$ cat src/rtl/pulse_stretch_sched_pkg.sv
// Shared constants and FSM encoding for the pulse stretch scheduler.
package pulse_stretch_sched_pkg;

  localparam int N_DEF  = 4;
  localparam int IW_DEF = 2;
  localparam int CW_DEF = 4;
  localparam int LW_DEF = 8;

  typedef enum logic [1:0] {
    ST_IDLE  = 2'd0,
    ST_PULSE = 2'd1,
    ST_GAP   = 2'd2
  } state_t;

endpackage

$ cat src/rtl/pss_rr_arb.sv
// Combinational round-robin arbiter: search starts at the requester after ptr.
module pss_rr_arb
  import pulse_stretch_sched_pkg::*;
#(
  parameter int N  = N_DEF,
  parameter int IW = IW_DEF
) (
  input  logic [N-1:0]  req,
  input  logic [IW-1:0] ptr,
  output logic [N-1:0]  gnt,
  output logic [IW-1:0] gnt_id,
  output logic          valid
);

  localparam logic [IW-1:0] LAST_ID = IW'(N - 1);
  localparam logic [IW:0]   N_W     = (IW + 1)'(N);

  logic [IW-1:0]  start;
  logic [2*N-1:0] dbl_shift;
  logic [N-1:0]   rot;
  logic [IW-1:0]  off;
  logic [IW:0]    sum;

  assign start = (ptr == LAST_ID) ? '0 : ptr + 1'b1;

  // Doubling the vector turns the wrap-around rotate into a plain shift.
  assign dbl_shift = {req, req} >> start;
  assign rot       = dbl_shift[N-1:0];

  always_comb begin
    off = '0;
    for (int k = N - 1; k >= 0; k--) begin
      if (rot[k]) off = IW'(k);
    end
  end

  assign sum    = {1'b0, start} + {1'b0, off};
  assign gnt_id = (sum >= N_W) ? IW'(sum - N_W) : sum[IW-1:0];
  assign valid  = |req;
  assign gnt    = valid ? (N'(1) << gnt_id) : '0;

endmodule

$ cat src/rtl/pulse_stretch_sched.sv
// Shares one stretched-pulse channel among N counted event requesters.
// Define PULSE_STRETCH_SCHED_COALESCE_EN to replace counters with 1-bit pending flags.
module pulse_stretch_sched
  import pulse_stretch_sched_pkg::*;
#(
  parameter int N  = N_DEF,
  parameter int IW = IW_DEF,
  parameter int CW = CW_DEF,
  parameter int LW = LW_DEF
) (
  input  logic          clk,
  input  logic          nreset,
  input  logic          en,
  input  logic [LW-1:0] cfg_len,
  input  logic [LW-1:0] cfg_gap,
  input  logic [N-1:0]  in_pulse,
  input  logic          ovf_clear,
  output logic          out,
  output logic [IW-1:0] out_id,
  output logic          busy,
  output logic [N-1:0]  pending,
  output logic [N-1:0]  overflow
);

  state_t        state_reg, state_next;
  logic [LW-1:0] tmr_reg, tmr_next;
  logic [LW-1:0] gap_reg, gap_next;
  logic [IW-1:0] id_reg, id_next;
  logic [IW-1:0] ptr_reg, ptr_next;

  logic [N-1:0]  gnt;
  logic [IW-1:0] gnt_id;
  logic          gnt_valid;
  logic          grant;

  pss_rr_arb #(
    .N  (N),
    .IW (IW)
  ) u_arb (
    .req    (pending),
    .ptr    (ptr_reg),
    .gnt    (gnt),
    .gnt_id (gnt_id),
    .valid  (gnt_valid)
  );

  always_comb begin
    state_next = state_reg;
    tmr_next   = tmr_reg;
    gap_next   = gap_reg;
    id_next    = id_reg;
    ptr_next   = ptr_reg;
    grant      = 1'b0;
    case (state_reg)
      ST_IDLE: begin
        if (en && gnt_valid) begin
          grant      = 1'b1;
          id_next    = gnt_id;
          ptr_next   = gnt_id;
          tmr_next   = cfg_len;
          gap_next   = cfg_gap;
          state_next = ST_PULSE;
        end
      end
      ST_PULSE: begin
        // The same down-counter is reloaded with the latched gap on exit.
        if (tmr_reg == '0) begin
          tmr_next   = gap_reg;
          state_next = ST_GAP;
        end else begin
          tmr_next = tmr_reg - 1'b1;
        end
      end
      ST_GAP: begin
        if (tmr_reg == '0) begin
          state_next = ST_IDLE;
        end else begin
          tmr_next = tmr_reg - 1'b1;
        end
      end
      default: state_next = ST_IDLE;
    endcase
  end

  always_ff @(posedge clk) begin
    if (!nreset) begin
      state_reg <= ST_IDLE;
      tmr_reg   <= '0;
      gap_reg   <= '0;
      id_reg    <= '0;
      ptr_reg   <= IW'(N - 1);
    end else begin
      state_reg <= state_next;
      tmr_reg   <= tmr_next;
      gap_reg   <= gap_next;
      id_reg    <= id_next;
      ptr_reg   <= ptr_next;
    end
  end

  assign out    = (state_reg == ST_PULSE);
  assign busy   = (state_reg == ST_PULSE) || (state_reg == ST_GAP);
  assign out_id = id_reg;

`ifdef PULSE_STRETCH_SCHED_COALESCE_EN
  logic unused_ovf_clear;
  assign unused_ovf_clear = ovf_clear;
`endif

  for (genvar gi = 0; gi < N; gi++) begin : g_req
    logic inc;
    logic dec;
    assign inc = in_pulse[gi];
    assign dec = grant & gnt[gi];

`ifdef PULSE_STRETCH_SCHED_COALESCE_EN
    logic flag_reg;

    // An event on the grant cycle arrives after the grant, so it keeps the flag set.
    always_ff @(posedge clk) begin
      if (!nreset) begin
        flag_reg <= 1'b0;
      end else if (inc) begin
        flag_reg <= 1'b1;
      end else if (dec) begin
        flag_reg <= 1'b0;
      end
    end

    assign pending[gi]  = flag_reg;
    assign overflow[gi] = 1'b0;
`else
    logic [CW-1:0] cnt_reg;
    logic          ovf_reg;
    logic          sat;

    assign sat = &cnt_reg;

    always_ff @(posedge clk) begin
      if (!nreset) begin
        cnt_reg <= '0;
        ovf_reg <= 1'b0;
      end else begin
        if (inc && !dec && !sat) begin
          cnt_reg <= cnt_reg + 1'b1;
        end else if (dec && !inc) begin
          cnt_reg <= cnt_reg - 1'b1;
        end
        // A fresh overflow takes precedence over a same-cycle clear.
        if (inc && !dec && sat) begin
          ovf_reg <= 1'b1;
        end else if (ovf_clear) begin
          ovf_reg <= 1'b0;
        end
      end
    end

    assign pending[gi]  = |cnt_reg;
    assign overflow[gi] = ovf_reg;
`endif
  end

endmodule
$ cat config.mk
export PLATFORM = sky130hd
export DESIGN_NAME = pulse_stretch_sched
export DESIGN_NICKNAME = d
export VERILOG_FILES = /design/src/rtl/pulse_stretch_sched_pkg.sv /design/src/rtl/pss_rr_arb.sv /design/src/rtl/pulse_stretch_sched.sv
export SDC_FILE = /design/constraint.sdc
export NUM_CORES = 1
export LEC_CHECK = 0
export CELL_PAD_IN_SITES_DETAIL_PLACEMENT = 2
export CELL_PAD_IN_SITES_GLOBAL_PLACEMENT = 2
export CORE_ASPECT_RATIO = 0.5
export CORE_MARGIN = 10
export CORE_UTILIZATION = 35
export CTS_CLUSTER_SIZE = 40
export DETAILED_ROUTE_END_ITERATION = 8
export HOLD_SLACK_MARGIN = 0.15
export MAX_ROUTING_LAYER = met4
export PLACE_DENSITY_LB_ADDON = 0.1
export SLEW_MARGIN = 25
export SYNTH_ARGS = -nofsm -noshare
export SYNTH_HDL_FRONTEND = slang
export SYNTH_SLANG_ARGS = --single-unit
$ cat constraint.sdc
create_clock -name clk -period 8.35 [get_ports clk]
set_input_delay 2.505 -clock clk [delete_from_list [all_inputs] [get_ports clk]]
set_output_delay 2.505 -clock clk [all_outputs]
set_load 0.005 [all_outputs]
==> impl_results.md, run 1 <==
- Detailed-route wire length per cell: 17.7 um
- Cell variety after synth: 52
- Final Hold Fails: 0
- Static leakage: 1.41 nW
- Core footprint: 0.00754 mm^2
- Worst VDD drop: between 0.1 and 0.15 mV
- Overflow after GRT: 0
- Cts bufs inserted: 5
- I/O pins: 36
- CTS-repair resized insts: 0
- Vias: roughly 2,600
- Hold Path Class: reg2reg
- Register area share after synthesis: between 30% and 40%
- Share of cells above drive strength 1: approximately 5.4%
- Synth Cell Area: about 0.0028 mm^2
- Final setup vio count: 0
- Placed cell areas: around 0.0032 mm^2
- Initial antenna violation count: 0
- Largest family of logic cells by synthesized area: simple AND/OR/NAND/NOR gates
- Post-CTS setup buffers: 0
- # rows: 22
- Max-cap violation count: 0
- Max FO, Critical Path: 12
- Die Area: 0.0122 mm^2
- Max reg flops: 16
- CTS tree: done
- Status: finished clean
- Clock Skew: between 0.007 and 0.008 ns
- Hold_buf cts: 0
- Final Cell Area: approximately 0.0034 mm^2
- Crit start category: input port
- Slew Viols, Final: 0
- Port-buffer cells: 35
- Synth async-reset ratio: 0%
- Gpl congestion: about 0.78
- Setup TNS: 0 ns
- Largest net degree at the start of global routing: 64
- Hpwl dp: approximately 6100 um
- Synth Instances: about 340
- Die W: about 150 um
- Tmin final: between 5 and 6 ns
- H-tree lvl count: 2
- Post-Syn Nets: a little under 400
- Worst Path Arrival: between 5 and 6 ns
- DR DRC count: 0
- First-pass GRT wire length: 14,400 um
- Worst-margin pin slew: approximately 0.8 ns
- Most frequently used flop master after synthesis: dfxtp_1
- Syn avg cell area: 8.14 um^2
- Syn-to-layout area delta: 20.6%
- Clock root buffer: clkbuf_16
- Post-synth EDFFs: 0
- Initial DRT Pass Iterations: 4
- Clock Sink Count: 42
- Pwr Density: about 370 mW/mm^2
- Mux contribution to synthesized area: under 10%
- Post-Synth Simple-Gate Area: between 20% and 30%
- CTS clock-pin slew for the worst setup and hold paths: roughly 0.06 ns
- Fmax: between 150 and 200 MHz
- Post-Synth XOR/XNOR Area: about 3.1%
- Post-Route WL: approximately 8400 um
- Starting density of the core: a little under two fifths
- Max transition margin: a little under half
- WP data required: about 8.5 ns
- N_diodes: 0
- Die H: 83.2 um
- Post-DR vias/cell: 5.37
- Vias in the first global route: around 2,900
- Yosys warns: 0
- Final worst-path cycle share: 63.6%
- Crit path capture type: flop
- Post-Synth Adder-Cell Area: under 10%
- Clock Tree Buf Depth: 2
- Iter 0 DRT Violations: about 100
- Unrepaired setup endpoints after global routing: no
- Synth Area in Compound Gates: a little under a fifth
- Layout Nets: about 410
- Yosys reg bits: 42
- Setup CP Type: in2reg
- Antenna Nets Post-Route: 0
- Clk Latency, worst-skew pair: around 0.29 ns
- Gr usage total: 14.3%
## cells in the mapped netlist (2+ instances only)
library cell	n	area, um^2
nand2_1	63	236
dfxtp_1	42	841
mux2i_1	22	220
o21ai_0	17	85.1
nor2_1	16	60.1
ha_1	15	188
a21boi_0	14	105
clkbuf_1	14	52.6
inv_1	13	48.8
nand3_1	11	55.1
a21oi_1	10	50.1
o211ai_1	10	75.1
nand2b_1	9	56.3
nor3_1	8	40.0
and2_1	6	37.5
xor2_1	6	52.6
a21o_1	4	30.0
buf_4	4	30.0
fa_1	4	80.1
nand4_1	4	25.0
nor4_1	4	25.0
xnor2_1	4	35.0
nor2b_1	3	18.8
a211o_1	2	17.5
nand3b_1	2	15.0
nor3b_1	2	15.0
nor4b_1	2	17.5
o21bai_1	2	15.0
o221ai_1	2	17.5
o22ai_1	2	12.5
o2bb2ai_1	2	17.5
o31ai_1	2	15.0
or2_2	2	12.5
or4_1	2	15.0
## cells in the final DEF (no fill, tap or decap), types with 2 or more instances in the layout
master and count:
o211ai_1 10, or2_2 2, nand2_1 63, and2_1 6, nor3b_1 2, a211o_1 2, o31ai_1 2, buf_4 2
a21oi_1 10, o21bai_1 2, o221ai_1 2, or4_1 2, nor3_1 8, xor2_1 6, o22ai_1 2, clkbuf_8 3
ha_1 15, nor4b_1 2, mux2i_1 22, nand4_1 4, nand3b_1 2, dfxtp_1 42, o2bb2ai_1 2, nand3_1 11
a21o_1 4, a21boi_0 14, nand2b_1 9, o21ai_0 17, clkbuf_16 5, clkdlybuf4s50_1 34, nor2b_1 3, nor2_1 16
nor4_1 3, fa_1 4, xnor2_1 4, inv_1 13
## cells by family (layout without fill, tap and decap cells)
| kind of cell | after synthesis | in the layout |
|---|---|---|
| muxes | 24 | 24 |
| and+or+nand+nor | 139 | 139 |
| buffers and inverters | 32 | 58 |
| AOI/OAI and AO/OA | 77 | 77 |
| DFF | 42 | 42 |
| xor gates and xnor gates | 10 | 10 |
| adders and majority gates | 19 | 19 |
## metrics by stage
step / setup slack (ns) / util [%] / hold slack, ns / instances / power [mW]
final: 3.04 / 44.6 / 0.466 / 477 / 1.25
after global routing: 2.72 / 44.6 / 0.499 / 477 / 1.38
after CTS: 2.99 / 44.5 / 0.475 / 477 / 1.27
after detailed placement: 2.73 / 42.3 / 0.467 / 469 / 1.03
after global placement: 2.92 / 42.3 / 0.456 / 469 / 0.989
after floorplan: 3.84 / - / 0.439 / 343 / 0.827
## report_power, final
part	switching (mW)	leakage, nW	internal [mW]
Combinational	0.397	0.977	0.309
Clock	0.0827	0.0832	0.135
Sequential	0.0700	0.346	0.258
Total	0.550	1.41	0.702
## critical path, stage by stage
cell and delay (ns):
clkdlybuf4s50_1 0.46, o41a_1 0.18, and2_1 0.42, nand2b_1 0.20
o21bai_1 0.26, nand2_1 0.20, ha_1 0.26, a21o_1 0.18
a21oi_1 0.29, nor3b_1 0.09, and3_1 0.19, a211o_1 0.26
## metal layers
layer	wire length (um)	vias up	track usage [%]
met5	0	-	-
met4	46	0	2.60
met3	160	5	2.98
met2	4170	27	24.4
met1	4070	1270	17.1
li1	-	1258	-
## cell type report
cell class	count	area, um^2
Sequential cell	42	841
Multi-Input combinational cell	269	1810
Inverter	13	48.8
Tap cell	108	135
Fill cell	845	4180
Clock buffer	8	166
Timing Repair Buffer	37	360
## worst paths after layout
kind | from | endpoint | slack, ns | cells after the start
setup reg to reg | g_req[2].cnt_reg[0] | g_req[2].cnt_reg[3] | 3.79 | 15
hold / removal | gap_reg[2] | gap_reg[2] | 0.47 | 2
setup / recovery | en | g_req[2].cnt_reg[3] | 3.04 | 12
hold reg to reg | gap_reg[2] | gap_reg[2] | 0.47 | 2
No activity file was read; power rests on OpenSTA's default activity.
==> run 2, diff against run 1 <==
- CORE_UTILIZATION: 35 -> 30
- clock period: 8.35 -> 4.3 ns (I/O delays scaled with it)
==> impl_results.md, run 2 (synthesis gave the netlist of run 1 again) <==
- Worst-margin pin slew: 0.848 ns (+0.0443 ns)
- Worst VDD drop: 0.219 mV (+73%)
- Met1 Use GR: 14.7% (-2.4 points)
- Clock power frac: 15.5% (-1.9 points)
- Crit start category: flop
- Clk Latency, worst-skew pair: 0.29 ns (about the same)
- Crit path cell chain: or4_1 > buf_4 > nand3_1 > o311ai_0 > o21ai_0 > o211ai_1 > ha_1 > xnor2_1 > nor3_2 > o31a_1 > nand2_1 > ha_1 > a21o_1 > a21oi_2 > nand3b_1 > mux2i_1 > a211o_1
- Seq pwr share: 26.1% (about the same)
- Top cell by count, worst path: ha_1
- CP max stage delay: 0.58 ns (+0.12 ns)
- Setup CP Type: reg2reg
- Clock Tree Buf Depth: 2 (unchanged)
- Die H: 88.2 um (+6.1%)
- Core footprint: 0.00889 mm^2 (+18%)
- Antenna Nets Post-Route: 0 (unchanged)
- Worst Path Arrival: 4.16 ns (-1.34 ns)
- Post-CTS setup buffers: 0 (unchanged)
- Fillers: 1,032 (+22%)
- Most frequent cells in the layout: 63 x nand2_1, 42 x dfxtp_1, 34 x clkdlybuf4s50_1
- Crit path from: g_req[0].cnt_reg[0]
- PnR Total Power: 2.44 mW (+95%)
- Port-buffer cells: 35 (unchanged)
- Crit path capture type: flop
- Max-cap violation count: 0 (unchanged)
- N_diodes: 0 (unchanged)
- Post-Route WL: 8500 um (+0.72%)
- CTS clock-pin slew for the worst setup and hold paths: 0.06 ns (about the same)
- Pwr Density: 714 mW/mm^2 (+92%)
- Syn-to-layout area delta: 22.5%
- Layout Nets: 417 (+1.5%)
- Hold_buf cts: 0 (unchanged)
- Fmax: between 200 and 300 MHz
- Max transition margin: 43.4% (-2.5 points)
- Initial antenna violation count: 0 (unchanged)
- Static leakage: 1.42 nW (+0.98%)
- I/O pins: 36 (unchanged)
- Clock Skew: 0.00685 ns (-0.000283 ns)
- Clock Sink Count: 42 (unchanged)
- Share of cells above drive strength 1: 8.27% (+2.8 points)
- Worst setup margin: 0.375 ns (-2.66 ns)
- Max FO, Critical Path: 8 (-4)
- Iter 0 DRT Violations: 66 (-37%)
- # rows: 24 (+9.1%)
- First-pass GRT wire length: 14,300 um (-0.62%)
- Cts bufs inserted: 5 (unchanged)
- Vias: 2,587 (+1.1%)
- Slowest-stage cell, CP: or4_1
- Starting density of the core: 31.4% (-5.6 points)
- Gpl congestion: 0.753 (-3.4%)
- DR DRC count: 0 (unchanged)
- Final setup vio count: 0 (unchanged)
- Vias in the first global route: 2,849 (-0.31%)
- Final Cell Area: 0.00342 mm^2 (+1.6%)
- Largest net degree at the start of global routing: 50 (-22%)
- Sw Ratio: 43.9% (about the same)
- Setup TNS: 0 ns (unchanged)
- Gr usage total: 13.2% (-1.1 points)
- Area occupied by multi-input gates: 0.00184 mm^2 (+1.2%)
- GR peak layer: met2
- Register area: 841 um^2 (unchanged)
- Hold Path Class: reg2reg
- H-tree lvl count: 2 (unchanged)
- Dpl cells: 484 (+3.2%)
- Slew Viols, Final: 0 (unchanged)
- Max reg flops: 16 (unchanged)
- Final std cells w/o fill: 492 (+3.1%)
- Final Hold Fails: 0 (unchanged)
- Initial DRT Pass Iterations: 4 (unchanged)
- Final worst-path cycle share: around nine tenths
- Status: finished clean
- Unrepaired setup endpoints after global routing: no
- WP data required: 4.54 ns (-4.00 ns)
- Placed cell areas: 0.00325 mm^2 (+1.8%)
- R2r worst-path depth: 17 (+2)
- Overflow after GRT: 0 (unchanged)
- NetSw: 1.07 mW (+95%)
- Reg2reg start: g_req[0].cnt_reg[0]
- Pre-CTS WS: 0.250 ns (-2.48 ns)
- Die Area: 0.0138 mm^2 (+13%)
- Detailed-route wire length per cell: 17.3 um (-2.3%)
- RR Endpoint: g_req[0].cnt_reg[3]
- Die W: 156 um (+6.9%)
- Reg2reg setup slack: 0.37 ns (-3.42 ns)
- CTS tree: done
- Clock root buffer: clkbuf_16
- Met3 usage: 3.29% (+0.32 points)
- Hpwl dp: 6370 um (+3.8%)
- Tmin final: between 3 and 4 ns
- Gate power share: 58.4% (+2.0 points)
- Util after Layout: 38.5% (-6.2 points)
- Post-DR vias/cell: 5.26 (-2.0%)
- Met2 Use GR: 23.7% (-0.72 points)
- Int Pwr: 1.37 mW (+95%)
- CP Capture Point: g_req[0].cnt_reg[3]
- Final hold slack: 0.469 ns (+0.00335 ns)
- Commonest non-fill, non-tap cell in the layout: nand2_1
## run 2: worst min-delay path by stage
stage	start	endpoint	slack, ns	depth (start not counted)
4_1_cts	gap_reg[7]	gap_reg[7]	0.47	2
3_5_place_dp	gap_reg[7]	gap_reg[7]	0.46	2
2_1_floorplan	gap_reg[7]	gap_reg[7]	0.44	2
6_report	gap_reg[7]	gap_reg[7]	0.47	2
3_3_place_gp	gap_reg[7]	gap_reg[7]	0.45	2
5_1_grt	gap_reg[7]	gap_reg[7]	0.49	2
## run 2: metal layers
layer	vias to the layer above	share of wire [%]
met3	7	3.1
met5	-	0
met1	1286	47
li1	1269	-
met4	0	0.68
met2	25	50
## run 2: area by class of cell
class / count / area share (%)
Multi-Input combinational cell: 269 / 53.7
Sequential cell: 42 / 24.6
Timing Repair Buffer: 43 / 11.9
Tap cell: 117 / 4.28
Clock buffer: 6 / 3.77
Inverter: 13 / 1.43
Clock inverter: 2 / 0.402
## run 2: power by group through the flow
| stage | clock (mW) | combinational, mW | sequential (mW) |
|---|---|---|---|
| finish | 0.378 | 1.43 | 0.636 |
| global placement | 0 | 1.36 | 0.630 |
| CTS | 0.396 | 1.43 | 0.635 |
| detailed placement | 0 | 1.42 | 0.641 |
| global route | 0.410 | 1.63 | 0.659 |
| floorplan | 0 | 1.00 | 0.601 |
## run 2: timing repair
| item | CTS | global route |
|---|---|---|
| endpoints found under the hold margin | 0 | 0 |
| endpoints found under the setup margin | 0 | 4 |
| gates resized for setup | 0 | 7 |
## run 2: critical path, delay by kind of cell, from the launching register on
kind	cells	cell delay, ns
AO/OA/AOI/OAI	7	1.09
XOR/XNOR	1	0.15
adder cells (fa/ha/maj)	2	0.53
buffers and inverters	1	0.20
flip-flops	1	0.39
multiplexers	1	0.21
AND/OR/NAND/NOR	5	1.28
==> run 3, diff against run 2 <==
- SKIP_LAST_GASP: not set -> 1
==> impl_results.md, run 3 (synthesis gave the netlist of run 1 again) <==
- Clock Skew: 0.00685 ns (+0.000000230 ns)
- Hold_buf cts: 0 (unchanged)
- Fmax: 255 MHz (about the same)
- Util after Layout: 38.4% (-0.056 points)
- Static leakage: 1.42 nW (-0.25%)
- Max transition margin: 43.4% (about the same)
- Metal2 WL: 4210 um (-0.17%)
- Starting density of the core: 31.4% (unchanged)
- I/O pins: 36 (unchanged)
- Clock Tree Buf Depth: 2 (unchanged)
- Hold Path Class: reg2reg
- Crit start category: flop
- Initial DRT Pass Iterations: 4 (unchanged)
- First-pass GRT wire length: 14,300 um (unchanged)
- Largest net degree at the start of global routing: 50 (unchanged)
- Syn-to-layout area delta: 22.3%
- Wl on met1: 3980 um (+0.38%)
- CP max stage delay: 0.58 ns (about the same)
- Uppermost layer routed: met4
- Delay-heaviest family, CP: simple AND/OR/NAND/NOR gates
- Worst-margin pin slew: 0.848 ns (-0.000170 ns)
- Crit path cell chain: or4_1 > buf_4 > nand3_1 > o311ai_0 > o21ai_0 > o211ai_1 > ha_1 > xnor2_1 > nor3_2 > o31a_1 > nand2_1 > ha_1 > a21o_1 > a21oi_2 > nand3b_1 > mux2i_1 > a211o_1
- Vias: 2,588 (+0.039%)
- Layout Nets: 417 (unchanged)
- WP data required: 4.54 ns (about the same)
- Hpwl dp: 6370 um (unchanged)
- Die H: 88.2 um (unchanged)
- Clk Latency, worst-skew pair: 0.29 ns (about the same)
- Core footprint: 0.00889 mm^2 (unchanged)
- Top cell by count, worst path: ha_1
- Detailed-route wire length per cell: 17.3 um (about the same)
- Post-DR vias/cell: 5.26 (about the same)
- Max FO, Critical Path: 8 (unchanged)
- Port-buffer cells: 35 (unchanged)
- Share of cells above drive strength 1: 8.00% (-0.27 points)
- Overflow after GRT: 0 (unchanged)
- PnR Total Power: 2.44 mW (about the same)
- Die W: 156 um (unchanged)
- Setup CP Type: reg2reg
- Worst VDD drop: 0.218 mV (-0.27%)
- Vias in the first global route: 2,849 (unchanged)
- Met3 wire length: 266 um (unchanged)
- # rows: 24 (unchanged)
- Max reg flops: 16 (unchanged)
- Antenna Nets Post-Route: 0 (unchanged)
- Post-CTS setup buffers: 0 (unchanged)
- Gpl congestion: 0.753 (unchanged)
- H-tree lvl count: 2 (unchanged)
- Final setup vio count: 0 (unchanged)
- Pwr Density: 714 mW/mm^2 (about the same)
- Status: finished clean
- Cts bufs inserted: 5 (unchanged)
- Clock Sink Count: 42 (unchanged)
- CP Buf/Inv Count: 1 (unchanged)
- Most frequent cells in the layout: 63 x nand2_1, 42 x dfxtp_1, 34 x clkdlybuf4s50_1
- CTS clock-pin slew for the worst setup and hold paths: 0.06 ns (about the same)
- Worst Path Arrival: 4.16 ns (about the same)
- Worst setup margin: 0.375 ns (-0.000128 ns)
- Clock root buffer: clkbuf_16
- Final worst-path cycle share: 91.3% (about the same)
- Slew Viols, Final: 0 (unchanged)
- Crit path capture type: flop
- Iter 0 DRT Violations: 58 (-12%)
- Tmin final: 3.93 ns (+0.000128 ns)
- Setup TNS: 0 ns (unchanged)
- Initial antenna violation count: 0 (unchanged)
- CTS tree: done
- Unrepaired setup endpoints after global routing: yes
- Final Hold Fails: 0 (unchanged)
- Max-cap violation count: 0 (unchanged)
- Post-Route WL: 8510 um (about the same)
- N_diodes: 0 (unchanged)
- Die Area: 0.0138 mm^2 (unchanged)
- Slowest-stage cell, CP: or4_1
- Gr usage total: 13.2% (unchanged)
- Pre-CTS WS: 0.250 ns (unchanged)
- DR DRC count: 0 (unchanged)
- Placed cell areas: 0.00325 mm^2 (unchanged)
- Final Cell Area: 0.00341 mm^2 (-0.15%)
- Commonest non-fill, non-tap cell in the layout: nand2_1
run 3: changes by cell type in the layout (fill, tap and decap cells not counted):
cell	change
nand3_2	-1
nand3_1	+1
run 3: layer usage:
metal	global-route usage, %	vias to the layer above
met5	-	-
met4	2.81	0
met3	3.29	7
met2	23.7	25
met1	14.7	1287
li1	-	1269
run 3: final timing paths:
kind,from,to,slack [ns],depth (start not counted)
worst max register to register,g_req[0].cnt_reg[0],g_req[0].cnt_reg[3],0.37,17
worst min-delay path,gap_reg[7],gap_reg[7],0.47,2
worst max-delay path,g_req[0].cnt_reg[0],g_req[0].cnt_reg[3],0.37,17
worst min register to register,gap_reg[7],gap_reg[7],0.47,2
run 3: area by class of cell:
class                   count  area [um^2]
multi-input cells         269         1830
well taps                 117          146
clock inverters             2         13.8
fillers                  1032         5470
flip-flops and latches     42          841
clock buffers               6          129
repair buffers             43          405
inverters                  13         48.8
run 3: power breakdown:
group | switching (mW) | internal [mW]
logic | 0.771 | 0.653
clock network | 0.163 | 0.216
registers | 0.136 | 0.500
total | 1.07 | 1.37
run 3: worst reg2reg max path, cell delays in order, from the launching register on:
cell and delay, ns:
dfxtp_1 0.39, or4_1 0.59, buf_4 0.20, nand3_1 0.07, o311ai_0 0.12, o21ai_0 0.10, o211ai_1 0.11, ha_1 0.21
xnor2_1 0.15, nor3_2 0.36, o31a_1 0.23, nand2_1 0.16, ha_1 0.32, a21o_1 0.19, a21oi_2 0.22, nand3b_1 0.11
mux2i_1 0.21, a211o_1 0.12
run 3: what timing repair did:
item                                    CTS  global route
endpoints found under the setup margin    0             4
endpoints found under the hold margin     0             0
resized for setup                         0             6
run 3: stage by stage:
| step | hold WS (ns) | std cells |
|---|---|---|
| CTS | 0.473 | 492 |
| global route | 0.495 | 492 |
| detailed placement | 0.465 | 484 |
| finish | 0.469 | 492 |
| floorplan | 0.439 | 343 |
| global placement | 0.451 | 484 |
